**config.mk**
```make
export PLATFORM = sky130hd
export DESIGN_NAME = beat_sequencer
export DESIGN_NICKNAME = d
export VERILOG_FILES = /design/src/rtl/beat_sequencer.sv
export SDC_FILE = /design/constraint.sdc
export NUM_CORES = 1
export LEC_CHECK = 0
export ABC_CLOCK_PERIOD_IN_PS = 3210
export CAP_MARGIN = 40
export CELL_PAD_IN_SITES_DETAIL_PLACEMENT = 0
export CELL_PAD_IN_SITES_GLOBAL_PLACEMENT = 1
export CORE_MARGIN = 5
export CORE_UTILIZATION = 40
export CTS_CLUSTER_SIZE = 20
export DETAILED_ROUTE_END_ITERATION = 10
export GPL_TIMING_DRIVEN = 0
export PLACE_DENSITY_LB_ADDON = 0.3
export SLEW_MARGIN = 5
export SYNTH_ARGS = -nofsm -noshare
export SYNTH_HDL_FRONTEND = slang
export SYNTH_SLANG_ARGS = --single-unit
```
**constraint.sdc**
```tcl
create_clock -name Clk -period 3.21 [get_ports Clk]
set_input_delay 0.8025 -clock Clk [delete_from_list [all_inputs] [get_ports Clk]]
set_output_delay 0.8025 -clock Clk [all_outputs]
set_load 0.1 [all_outputs]
```
**src/rtl/beat_sequencer.sv**
```systemverilog
// -----------------------------------------------------------------------------
// beat_sequencer
//   Rhythm-game song sequencer. Waits on the main screen for a start key,
//   spawns one circle per beat (type taken from the pattern table), paces the
//   beats with a tick-driven gap counter, tracks how many spawned circles are
//   still live, then judges the song against the player's health.
//
// Ports
//   Clk            in   system clock, all state changes on the rising edge
//   Reset          in   asynchronous active-low reset
//   keycode        in   current keyboard keycode (held while key is down)
//   tick           in   one-cycle frame tick pacing the gap counter
//   health         in   current player health (unsigned)
//   out_of_bounds  in   one-cycle pulse: one live circle was resolved
//   pattern        in   beat type table, beat i at [i*TYPE_W +: TYPE_W]
//   main           out  main screen select
//   playbackground out  play screen select (song running or paused)
//   fail           out  fail screen select
//   success        out  success screen select
//   paused         out  pause overlay select
//   spawn          out  one-cycle circle spawn pulse
//   circletype     out  type of the circle being spawned, 0 when not spawning
//   beat_idx       out  index of the current or next beat
//   live_cnt       out  number of spawned, unresolved circles
// -----------------------------------------------------------------------------
module beat_sequencer #(
  parameter int unsigned NUM_BEATS   = 8,
  parameter int unsigned TYPE_W      = 2,
  parameter int unsigned GAP_TICKS   = 30,
  parameter int unsigned HEALTH_W    = 4,
  parameter int unsigned PASS_HEALTH = 2,
  parameter logic [7:0]  KEY_START   = 8'd44,
  parameter logic [7:0]  KEY_QUIT    = 8'd20,
  parameter logic [7:0]  KEY_PAUSE   = 8'd19
) (
  input  logic                          Clk,
  input  logic                          Reset,
  input  logic [7:0]                    keycode,
  input  logic                          tick,
  input  logic [HEALTH_W-1:0]           health,
  input  logic                          out_of_bounds,
  input  logic [NUM_BEATS*TYPE_W-1:0]   pattern,
  output logic                          main,
  output logic                          playbackground,
  output logic                          fail,
  output logic                          success,
  output logic                          paused,
  output logic                          spawn,
  output logic [TYPE_W-1:0]             circletype,
  output logic [$clog2(NUM_BEATS)-1:0]  beat_idx,
  output logic [$clog2(NUM_BEATS):0]    live_cnt
);

  localparam int unsigned IDX_W  = $clog2(NUM_BEATS);
  localparam int unsigned LIVE_W = IDX_W + 1;
  localparam int unsigned GAP_W  = 16;

  localparam logic [IDX_W-1:0]    LAST_IDX    = IDX_W'(NUM_BEATS - 1);
  localparam logic [GAP_W-1:0]    GAP_LOAD    = GAP_W'(GAP_TICKS);
  localparam logic [HEALTH_W-1:0] PASS_THRESH = HEALTH_W'(PASS_HEALTH);

  typedef enum logic [3:0] {
    ST_MAIN  = 4'd0,
    ST_START = 4'd1,
    ST_SPAWN = 4'd2,
    ST_GAP   = 4'd3,
    ST_DRAIN = 4'd4,
    ST_JUDGE = 4'd5,
    ST_PAUSE = 4'd6,
    ST_FAILS = 4'd7,
    ST_PASSS = 4'd8
  } state_e;

  state_e            state_q, state_d;
  state_e            save_q,  save_d;
  logic [IDX_W-1:0]  idx_q,   idx_d;
  logic [GAP_W-1:0]  gap_q,   gap_d;
  logic [LIVE_W-1:0] live_q,  live_d;
  logic [7:0]        key_q;

  logic press_start;
  logic press_quit;
  logic press_pause;
  logic abort;
  logic spawn_now;

  // Key press = first cycle the code appears; a held key acts once.
  assign press_start = (keycode == KEY_START) && (key_q != KEY_START);
  assign press_quit  = (keycode == KEY_QUIT)  && (key_q != KEY_QUIT);
  assign press_pause = (keycode == KEY_PAUSE) && (key_q != KEY_PAUSE);

  assign abort     = press_quit || (health == '0);
  assign spawn_now = (state_q == ST_SPAWN);

  // ---------------------------------------------------------------------------
  // State and datapath registers
  // ---------------------------------------------------------------------------
  always_ff @(posedge Clk or negedge Reset) begin
    if (!Reset) begin
      state_q <= ST_MAIN;
      save_q  <= ST_GAP;
      idx_q   <= '0;
      gap_q   <= '0;
      live_q  <= '0;
      key_q   <= '0;
    end else begin
      state_q <= state_d;
      save_q  <= save_d;
      idx_q   <= idx_d;
      gap_q   <= gap_d;
      live_q  <= live_d;
      key_q   <= keycode;
    end
  end

  // ---------------------------------------------------------------------------
  // Next-state logic
  // ---------------------------------------------------------------------------
  always_comb begin
    state_d = state_q;
    save_d  = save_q;
    idx_d   = idx_q;
    gap_d   = gap_q;

    unique case (state_q)
      ST_MAIN: begin
        if (press_start) state_d = ST_START;
      end

      ST_START: begin
        idx_d = '0;
        gap_d = '0;
        if (abort) state_d = ST_FAILS;
        else       state_d = ST_SPAWN;
      end

      ST_SPAWN: begin
        if (abort) begin
          state_d = ST_FAILS;
        end else if (idx_q == LAST_IDX) begin
          state_d = ST_DRAIN;
        end else begin
          gap_d   = GAP_LOAD;
          state_d = ST_GAP;
        end
      end

      // Zero test comes before the tick decrement so that a zero gap still
      // costs exactly one GAP cycle between spawns.
      ST_GAP: begin
        if (abort) begin
          state_d = ST_FAILS;
        end else if (press_pause) begin
          save_d  = ST_GAP;
          state_d = ST_PAUSE;
        end else if (gap_q == '0) begin
          idx_d   = idx_q + 1'b1;
          state_d = ST_SPAWN;
        end else if (tick) begin
          gap_d = gap_q - 1'b1;
        end
      end

      ST_DRAIN: begin
        if (abort) begin
          state_d = ST_FAILS;
        end else if (press_pause) begin
          save_d  = ST_DRAIN;
          state_d = ST_PAUSE;
        end else if (live_q == '0) begin
          state_d = ST_JUDGE;
        end
      end

      ST_JUDGE: begin
        if (health >= PASS_THRESH) state_d = ST_PASSS;
        else                       state_d = ST_FAILS;
      end

      ST_PAUSE: begin
        if (abort)            state_d = ST_FAILS;
        else if (press_pause) state_d = save_q;
      end

      ST_FAILS, ST_PASSS: begin
        if (press_start) state_d = ST_MAIN;
      end

      default: state_d = ST_MAIN;
    endcase
  end

  // ---------------------------------------------------------------------------
  // Live circle counter: simultaneous spawn and resolve cancel out; it never
  // wraps below zero or above full scale.
  // ---------------------------------------------------------------------------
  always_comb begin
    live_d = live_q;
    if (state_q == ST_START) begin
      live_d = '0;
    end else if (spawn_now && !out_of_bounds) begin
      if (live_q != '1) live_d = live_q + 1'b1;
    end else if (!spawn_now && out_of_bounds) begin
      if (live_q != '0) live_d = live_q - 1'b1;
    end
  end

  // ---------------------------------------------------------------------------
  // Moore output decode; an illegal encoding shows the main screen for the one
  // cycle before it recovers.
  // ---------------------------------------------------------------------------
  always_comb begin
    main           = 1'b0;
    playbackground = 1'b0;
    fail           = 1'b0;
    success        = 1'b0;
    paused         = 1'b0;
    unique case (state_q)
      ST_MAIN:                                    main           = 1'b1;
      ST_START, ST_SPAWN, ST_GAP, ST_DRAIN,
      ST_JUDGE:                                   playbackground = 1'b1;
      ST_PAUSE: begin
        playbackground = 1'b1;
        paused         = 1'b1;
      end
      ST_FAILS:                                   fail           = 1'b1;
      ST_PASSS:                                   success        = 1'b1;
      default:                                    main           = 1'b1;
    endcase
  end

  always_comb begin
    circletype = '0;
    if (spawn_now) begin
      for (int unsigned i = 0; i < NUM_BEATS; i++) begin
        if (idx_q == IDX_W'(i)) circletype = pattern[i*TYPE_W +: TYPE_W];
      end
    end
  end

  assign spawn    = spawn_now;
  assign beat_idx = idx_q;
  assign live_cnt = live_q;

endmodule

```
==> run_results.csv, run 1 <==
group,metric,value,unit
outcome,status,"complete, no violations",
final_layout,finalCoreUtilization,56.4,%
sta,fmax,320,MHz
clocking,cts_buffer_depth,2,
critical_path,r2r_start,"state_q[2]$_DFFE_PN0P_",
synthesis,synth_nets,333,
grt,track_usage,16.9,%
synthesis,async_flop_share,100,%
critical_path,cp-startpoint,"state_q[2]$_DFFE_PN0P_",
final_layout,ff_latch_area,931,sq um
die,start_util,41.2,%
critical_path,cp_slowest_cell,"clkdlybuf4s50_1",
sta,slew_headroom,49.6,%
synthesis,ys_types,63,
die,io_pins,47,
sta,setup_viol,0,
critical_path,critical_path_peak_fanout,8,
routing,remaining_drc_errors,0,
final_layout,insertedDiodeCount,0,
critical_path,worstPathRequired,2.41,ns
final_layout,nFillCells,586,
critical_path,critical_path_buf_inv_count,4,
critical_path,slowest_delay,0.55,ns
placed_design,dp_slack,-0.344,ns
routing,postRouteAntennaNets,0,
routing,vias,2430,
grt,grt_pass1_wl,11500,microns
synthesis,yosys_warnings,0,
clocking,cts_tree,"done",
sta,min_period,3.13,ns
synthesis,synth_edf_count,0,
placed_design,port_buffers,46,
grt,grt_max_degree,20,
routing,drtIter0Drc,95,
die,die_width,90.9,microns
pwr,p_leak,0.00149,uW
final_layout,multi_input_area,1610,sq um
grt,grt_pass1_vias,2453,
routing,vias_per_cell,5.59,
routing,drtPass1Iterations,4,
clocking,cts_buffers,5,
sta,skew,0.00764,ns
clocking,clkSinkCount,37,
critical_path,path_cells,"or4b_1 -> buf_2 -> inv_4 -> clkdlybuf4s50_1 -> buf_12",
synthesis,synthesis.instances,291,
routing,wire_per_inst,15.5,microns
synthesis,ys_seq_elements,37,
final_layout,nets,399,
sta,whs,0.464,ns
clocking,cts_setup_buffers,0,
final_layout,drive_gt1_share,14.8,%
synthesis,yosysSeqAreaShare,35.5,%
die,core-area,6350,sq um
routing,routed_wl,6720,microns
sta,tightest_slew,0.750,ns
die,die-area,8250,sq um
sta,post-route-period-util,97.5,%
pwr,ir_worst_vdd,1.17,mV
sta,rsz0062_at_grt,"no",
worst_hold_path,min_path_type,"input pin to async pin",
clocking,htreeDepth,2,
die,rows,29,
critical_path,cpLargestDelayFamily,"buffers and inverters",
synthesis,synth.cell_area,2620,sq um
sta,hold_viol,0,
clocking,clkTransAtPathRegs,0.08,ns
synthesis,synthFlopType,"dfrtp_1",
placed_design,dp_hpwl,5210,microns
critical_path,worstPathArrival,2.33,ns
sta,setup_tns,0,ns
sta,worst_slack,0.0816,ns
synthesis,synth.avg_cell_area,8.99,sq um
grt,grt_antenna_before_repair,0,
critical_path,endpoint_kind,"output port",
clocking,insertion_delay,0.30,ns
critical_path,path_class,"flip-flop to output port",
final_layout,area_growth,36.9,%
critical_path,worstSetupStartpointType,"flip-flop",
clocking,cts-root-buf,"clkbuf_8",
die,die_h,90.9,microns
placed_design,place_congestion,0.807,
job,cap_viol_max_count,0,
grt,grt.overflow.total,0,
pwr,finalPower,3790,uW
pwr,power-per-cell-area,1060,nW/um^2
sta,maxSlewViolCount,0,
-- what timing repair did --
item / 4_1_cts / 5_1_grt
hold buffers: 0 / 0
gates resized for setup: 5 / 9
setup endpoints to repair: 5 / 5
-- per-stage QoR --
stage	cells	instance area, sq um
6_report	435	3580
5_1_grt	435	3580
4_1_cts	436	3570
3_5_place_dp	431	3470
3_3_place_gp	414	3210
2_1_floorplan	291	2650
-- cells in the mapped netlist (6+ instances only) --
cell type | number | area share [%]
clkbuf_1 | 8 | 1.1
nand3_1 | 6 | 1.1
a21o_1 | 7 | 2.0
a211oi_1 | 6 | 1.7
nor2b_1 | 8 | 1.9
ha_1 | 9 | 4.3
nor3_1 | 12 | 2.3
nand2b_1 | 6 | 1.4
or3_1 | 6 | 1.4
dfrtp_1 | 36 | 34
o21ai_0 | 15 | 2.9
nand2_1 | 22 | 3.2
o22a_1 | 6 | 2.0
o21ai_1 | 7 | 1.3
a21oi_1 | 14 | 2.7
nor2_1 | 24 | 3.4
inv_1 | 15 | 2.2
-- per-layer routing --
metal	GRT usage, %	share of wire, %	up-vias
met3	3.25	4.3	6
met2	27.8	49	47
met1	22.2	46	1168
met4	5.87	0.92	0
met5	0	0	-
li1	-	-	1209
-- cell families after synthesis --
kind of cell / count (synthesis) / share of synthesized area (%)
simple gates: 120 / 27.0
compound gates: 84 / 22.7
flops: 37 / 35.5
buf+inv: 27 / 4.64
fa+ha+maj: 10 / 5.07
mux: 8 / 3.49
xor+xnor: 5 / 1.67
-- sequential cells by signal, indices dropped and copies added, names as in the netlist --
name / cells
gap_q: 16
key_q: 8
live_cnt: 4
state_q: 4
beat_idx: 3
save_q: 2
-- where the power goes --
group          total [uW]  switching [uW]  internal [uW]  leakage [uW]
registers             772             162            610      0.000464
clock network         410             177            233     0.0000554
logic                2610            1580           1030      0.000974
-- final timing paths --
check	to	cells past startpoint	slack, ns
max	spawn	5	0.08
min	gap_q[7]$_DFFE_PN0P_	1	0.46
max reg2reg	live_cnt[3]$_DFFE_PN0P_	11	0.49
min reg2reg	save_q[1]$_DFFE_PN1P_	2	0.48
max in group asynchronous	save_q[1]$_DFFE_PN1P_	2	2.20
min in group Clk	save_q[1]$_DFFE_PN1P_	2	0.48
-- layout make-up --
cell class                 instances  share of cell area (%)
multi-input combinational        227                    45.0
sequential                        37                    26.0
timing repair buffer              61                    19.9
tap                               77                    2.69
clock buffer                       6                    2.03
inverter                          16                    1.75
buffer                             9                    1.57
clock inverter                     2                    1.08
-- cell usage in the layout (no fill, tap or decap), types with 7 or more instances in the layout --
master	Yosys	routed
clkdlybuf4s50_1	0	43
dfrtp_1	36	33
nor2_1	24	23
nand2_1	22	22
inv_1	15	15
o21ai_0	15	14
a21oi_1	14	13
buf_8	1	13
nor3_1	12	12
o21ai_1	7	8
nor2b_1	8	8
ha_1	9	8
a21o_1	7	7
No activity file was read; power rests on OpenSTA's default activity.
==> run 2, diff against run 1 <==
Settings changed: ABC_CLOCK_PERIOD_IN_PS 3210 to 3600, CORE_UTILIZATION 40 to 43, SKIP_CTS_REPAIR_TIMING set to 1.
Clock period 3.21 ns to 3.6 ns, I/O delays scaled along.
==> run 2 against run 1 <==
Power down 14%. Worst setup slack improved by 0.22 ns. Clock power shrank 27%. Global-route usage up 1.0 points. Combinational power decreased by 12%. Cell count down 0.23%. Sequential power decreased by 11%. Non-clock buffer count up 1. Via count is 1.1% higher. Critical path type unchanged. Largest cell class unchanged.
==> run_results.csv, run 2 (synthesized netlist as in run 1, its figures left out) <==
group,metric,value,unit
clocking,insertion_delay,0.29,ns
outcome,status,"complete, no violations",
routing,drtPass1Iterations,5,
routing,wl_met3,372,microns
clocking,cts-root-buf,"clkbuf_8",
worst_hold_path,min_path_type,"input pin to async pin",
die,die_h,88.0,microns
die,rows,28,
sta,post-route-period-util,91.8,%
grt,grt_max_degree,36,
critical_path,worstSetupStartpointType,"flip-flop",
critical_path,critical_path_peak_fanout,10,
final_layout,regMostFlops,"gap_q",
die,io_pins,47,
pwr,power-per-cell-area,929,nW/um^2
clocking,clkSinkCount,37,
die,core-area,5920,sq um
clocking,cts_buffer_depth,2,
critical_path,endpoint_kind,"output port",
die,die_width,88.0,microns
routing,vias_per_cell,5.66,
final_layout,final_common_cell,"clkdlybuf4s50_1",
pwr,p_leak,0.00148,uW
grt,grt_pass1_wl,11100,microns
routing,postRouteAntennaNets,0,
sta,setup_viol,0,
routing,wire_per_inst,15.2,microns
critical_path,r2r_slack,0.92,ns
job,cap_viol_max_count,0,
sta,skew,0.00354,ns
final_layout,mostFrequentLayoutCells,"43 x clkdlybuf4s50_1, 34 x dfrtp_1, 24 x nor2_1",
sta,min_period,3.30,ns
clocking,htreeDepth,2,
sta,fmax,303,MHz
die,die-area,7740,sq um
sta,maxSlewViolCount,0,
pwr,ir_worst_vdd,0.731,mV
clocking,clkTransAtPathRegs,0.07,ns
routing,drtIter0Drc,110,
grt,grt_antenna_before_repair,0,
grt,grt_pass1_vias,2359,
routing,wl_met2,3130,microns
routing,wl_met1,3050,microns
routing,routed.top_layer,"met4",
clocking,cts_tree,"done",
pwr,finalPower,3270,uW
final_layout,insertedDiodeCount,0,
routing,routed_wl,6590,microns
critical_path,path_class,"flip-flop to output port",
sta,hold_viol,0,
die,start_util,44.2,%
sta,whs,0.401,ns
final_layout,area_growth,34.7,%
routing,vias,2457,
final_layout,largest_reg_flops,16,
final_layout,drive_gt1_share,13.1,%
sta,slew_headroom,41.0,%
critical_path,worstPathArrival,2.40,ns
final_layout,reg.largest.list,"gap_q (16), key_q (8)",
sta,tightest_slew,0.878,ns
grt,grt.overflow.total,0,
clocking,cts_buffers,5,
grt,track_usage,18.0,%
critical_path,worstPathRequired,2.70,ns
placed_design,dp_hpwl,4970,microns
sta,rsz0062_at_grt,"no",
routing,remaining_drc_errors,0,
placed_design,port_buffers,46,
placed_design,place_congestion,0.815,
final_layout,nets,400,
-- run 2: cell count changes in the layout (fill, tap and decap cells not counted), sizes merged --
cell	change
clkbuf	+5
buf	-1
bufinv	-1
clkdlybuf4s18	-1
clkinv	-1
-- run 2: layout make-up --
cell class,count,area (sq um)
Timing Repair Buffer,61,696
Inverter,16,60.1
Buffer,10,57.6
Multi-Input combinational cell,227,1600
Fill cell,536,2400
Tap cell,75,93.8
Clock buffer,8,90.1
Sequential cell,37,930
-- run 2: metal layers --
metal	vias up	GRT usage, %
li1	1215	-
met1	1161	24.4
met2	74	29.7
met3	7	4.23
met4	0	3.07
met5	-	0
-- run 2: per-stage QoR --
| step | utilization [%] | cell area (sq um) | std cells | setup TNS [ns] | worst slack, ns |
|---|---|---|---|---|---|
| 6_report | 59.5 | 3520 | 434 | 0 | 0.297 |
| 5_1_grt | 59.5 | 3520 | 434 | 0 | 0.122 |
| 4_1_cts | 59.6 | 3530 | 436 | -0.306 | -0.157 |
| 3_5_place_dp | 58.1 | 3440 | 428 | -0.290 | -0.148 |
| 3_3_place_gp | 54.0 | 3200 | 412 | -1.11 | -0.557 |
| 2_1_floorplan | - | 2640 | 291 | 0 | 0.227 |
-- run 2: worst paths after layout --
kind	from	cells after the start	to
max	state_q[0]$_DFFE_PN0P_	6	main
min	Reset	1	key_q[7]$_DFF_PN0_
max reg2reg	state_q[2]$_DFFE_PN0P_	11	live_cnt[3]$_DFFE_PN0P_
min reg2reg	save_q[1]$_DFFE_PN1P_	2	save_q[1]$_DFFE_PN1P_
max in group asynchronous	Reset	2	save_q[1]$_DFFE_PN1P_
min in group Clk	save_q[1]$_DFFE_PN1P_	2	save_q[1]$_DFFE_PN1P_
-- run 2: where the power goes --
group	internal, uW	total [uW]	switching, uW
Clock	156	298	142
Sequential	543	686	143
Combinational	902	2290	1390
Total	1600	3270	1670
-- run 2: worst max-delay path, cell delays in order, from the launching register on --
cell,delay (ns)
dfrtp_1,0.44
clkbuf_1,0.23
or2_1,0.30
nor2_1,0.23
xor2_1,0.18
clkdlybuf4s50_1,0.53
buf_8,0.20
==> run 3, diff against run 2 <==
Settings changed: CAP_MARGIN 40 to 20.
==> run 3 against run 2 <==
Worst hold slack gained 0.079 ns. Flip-flop and latch count is the same. Power shrank 7.4%. Register-to-register slack is essentially flat. Clock power shrank 3%. Critical path depth shrank 2. Routed wire length shrank 1.9%. Via count shrank 3.3%. Clock-buffer cell count shrank 2. Sequential power is essentially flat. Non-clock buffer count shrank 13.
==> run_results.csv, run 3 (synthesized netlist as in run 1, its figures left out) <==
group,metric,value,unit
final_layout,largest_reg_flops,16,
routing,wire_per_inst,15.4,microns
worst_hold_path,min_path_type,"flip-flop to flip-flop",
grt,grt_pass1_vias,2251,
clocking,clkSinkCount,37,
sta,slew_headroom,34.3,%
job,cap_viol_max_count,0,
sta,skew,0.00976,ns
grt,grt_max_degree,38,
grt,met1_usage,23.0,%
pwr,power-per-cell-area,919,nW/um^2
routing,remaining_drc_errors,0,
final_layout,insertedDiodeCount,0,
grt,grt_pass1_wl,10700,microns
final_layout,reg.largest.list,"gap_q (16), key_q (8)",
critical_path,endpoint_kind,"output port",
sta,post-route-period-util,96.3,%
clocking,insertion_delay,0.29,ns
outcome,status,"complete, no violations",
clocking,cts_buffer_depth,2,
clocking,cts_tree,"done",
placed_design,port_buffers,46,
sta,hold_viol,0,
clocking,cts-root-buf,"clkbuf_8",
sta,min_period,3.47,ns
worst_hold_path,hold_path.startpoint,"save_q[1]$_DFFE_PN1P_",
routing,drtIter0Drc,149,
critical_path,r2r_start,"state_q[2]$_DFFE_PN0P_",
final_layout,nets,387,
critical_path,critical_path_peak_fanout,10,
clocking,htreeDepth,2,
sta,maxSlewViolCount,0,
sta,whs,0.480,ns
worst_hold_path,holdPathEnd,"save_q[1]$_DFFE_PN1P_",
pwr,ir_worst_vdd,0.670,mV
die,die-area,7740,sq um
final_layout,final_common_cell,"clkdlybuf4s50_1",
final_layout,area_growth,26.2,%
routing,vias_per_cell,5.64,
critical_path,r2r_slack,0.92,ns
final_layout,nFillCells,529,
critical_path,worstPathRequired,2.70,ns
die,rows,28,
placed_design,place_congestion,0.815,
clocking,clkTransAtPathRegs,0.08,ns
pwr,p_leak,0.00142,uW
routing,routed_wl,6460,microns
sta,fmax,288,MHz
routing,vias,2376,
grt,track_usage,17.3,%
die,start_util,44.2,%
critical_path,rr_worst_depth,11,
final_layout,drive_gt1_share,9.54,%
die,core-area,5920,sq um
routing,postRouteAntennaNets,0,
grt,grt_antenna_before_repair,0,
critical_path,rr_endpoint,"live_cnt[3]$_DFFE_PN0P_",
critical_path,path_class,"flip-flop to output port",
sta,tightest_slew,0.977,ns
grt,grt_busiest_layer,"met2",
clocking,cts_buffers,5,
sta,setup_viol,0,
grt,grtUsageMet3,2.82,%
die,io_pins,47,
final_layout,mostFrequentLayoutCells,"39 x clkdlybuf4s50_1, 34 x dfrtp_1, 24 x nor2_1",
routing,drtPass1Iterations,4,
sta,rsz0062_at_grt,"no",
die,die_h,88.0,microns
critical_path,worstPathArrival,2.57,ns
placed_design,dp_hpwl,4900,microns
critical_path,worstSetupStartpointType,"flip-flop",
worst_hold_path,whs_path_depth,2,
die,die_width,88.0,microns
pwr,finalPower,3030,uW
grt,grt_use_met2,29.7,%
grt,grt.overflow.total,0,
final_layout,regMostFlops,"gap_q",
run 3: power by group:
group          internal (uW)  switching (uW)
clock                    134             155
sequential               543             142
combinational            716            1340
run 3: how the worst max path moves through the flow:
| stage | start | endpoint | slack [ns] | cells past startpoint |
|---|---|---|---|---|
| floorplan | state_q[0]$_DFFE_PN0P_ | main | 0.23 | 4 |
| global placement | pattern[0] | circletype[0] | -0.56 | 8 |
| detailed placement | pattern[0] | circletype[0] | -0.56 | 8 |
| CTS | beat_idx[1]$_DFFE_PN0P_ | circletype[1] | -0.57 | 9 |
| global route | beat_idx[1]$_DFFE_PN0P_ | circletype[1] | 0.03 | 9 |
| finish | state_q[3]$_DFFE_PN0P_ | fail | 0.13 | 4 |
run 3: critical path, stage by stage, from the launching register on:
cell and delay (ns):
dfrtp_1 0.42, clkbuf_1 0.25, nand2b_1 0.27, nor2_1 0.16, clkdlybuf4s50_1 1.16
run 3: cell type report:
class                   count  area (sq um)  share of cell area [%]
multi-input cells         227          1590                    48.3
clock buffers               6          72.6                    2.20
well taps                  75          93.8                    2.84
repair buffers             47           480                    14.6
inverters                  16          60.1                    1.82
clock inverters             2          10.0                   0.303
flip-flops and latches     37           930                    28.2
plain buffers              11          61.3                    1.86
run 3: layer usage:
layer  part of all wire, %  vias up
met2                    47       48
li1                      -     1186
met3                   4.9        7
met4                  0.94        0
met5                     0        -
met1                    47     1135
run 3: per-stage QoR:
step	area (sq um)	cells	utilization, %	setup TNS, ns	setup WS, ns
2_1_floorplan	2640	291	-	0	0.227
3_3_place_gp	3200	412	54.0	-1.11	-0.557
3_5_place_dp	3210	413	54.3	-1.11	-0.561
4_1_cts	3300	421	55.7	-1.45	-0.571
5_1_grt	3300	421	55.7	0	0.0253
6_report	3300	421	55.7	0	0.133
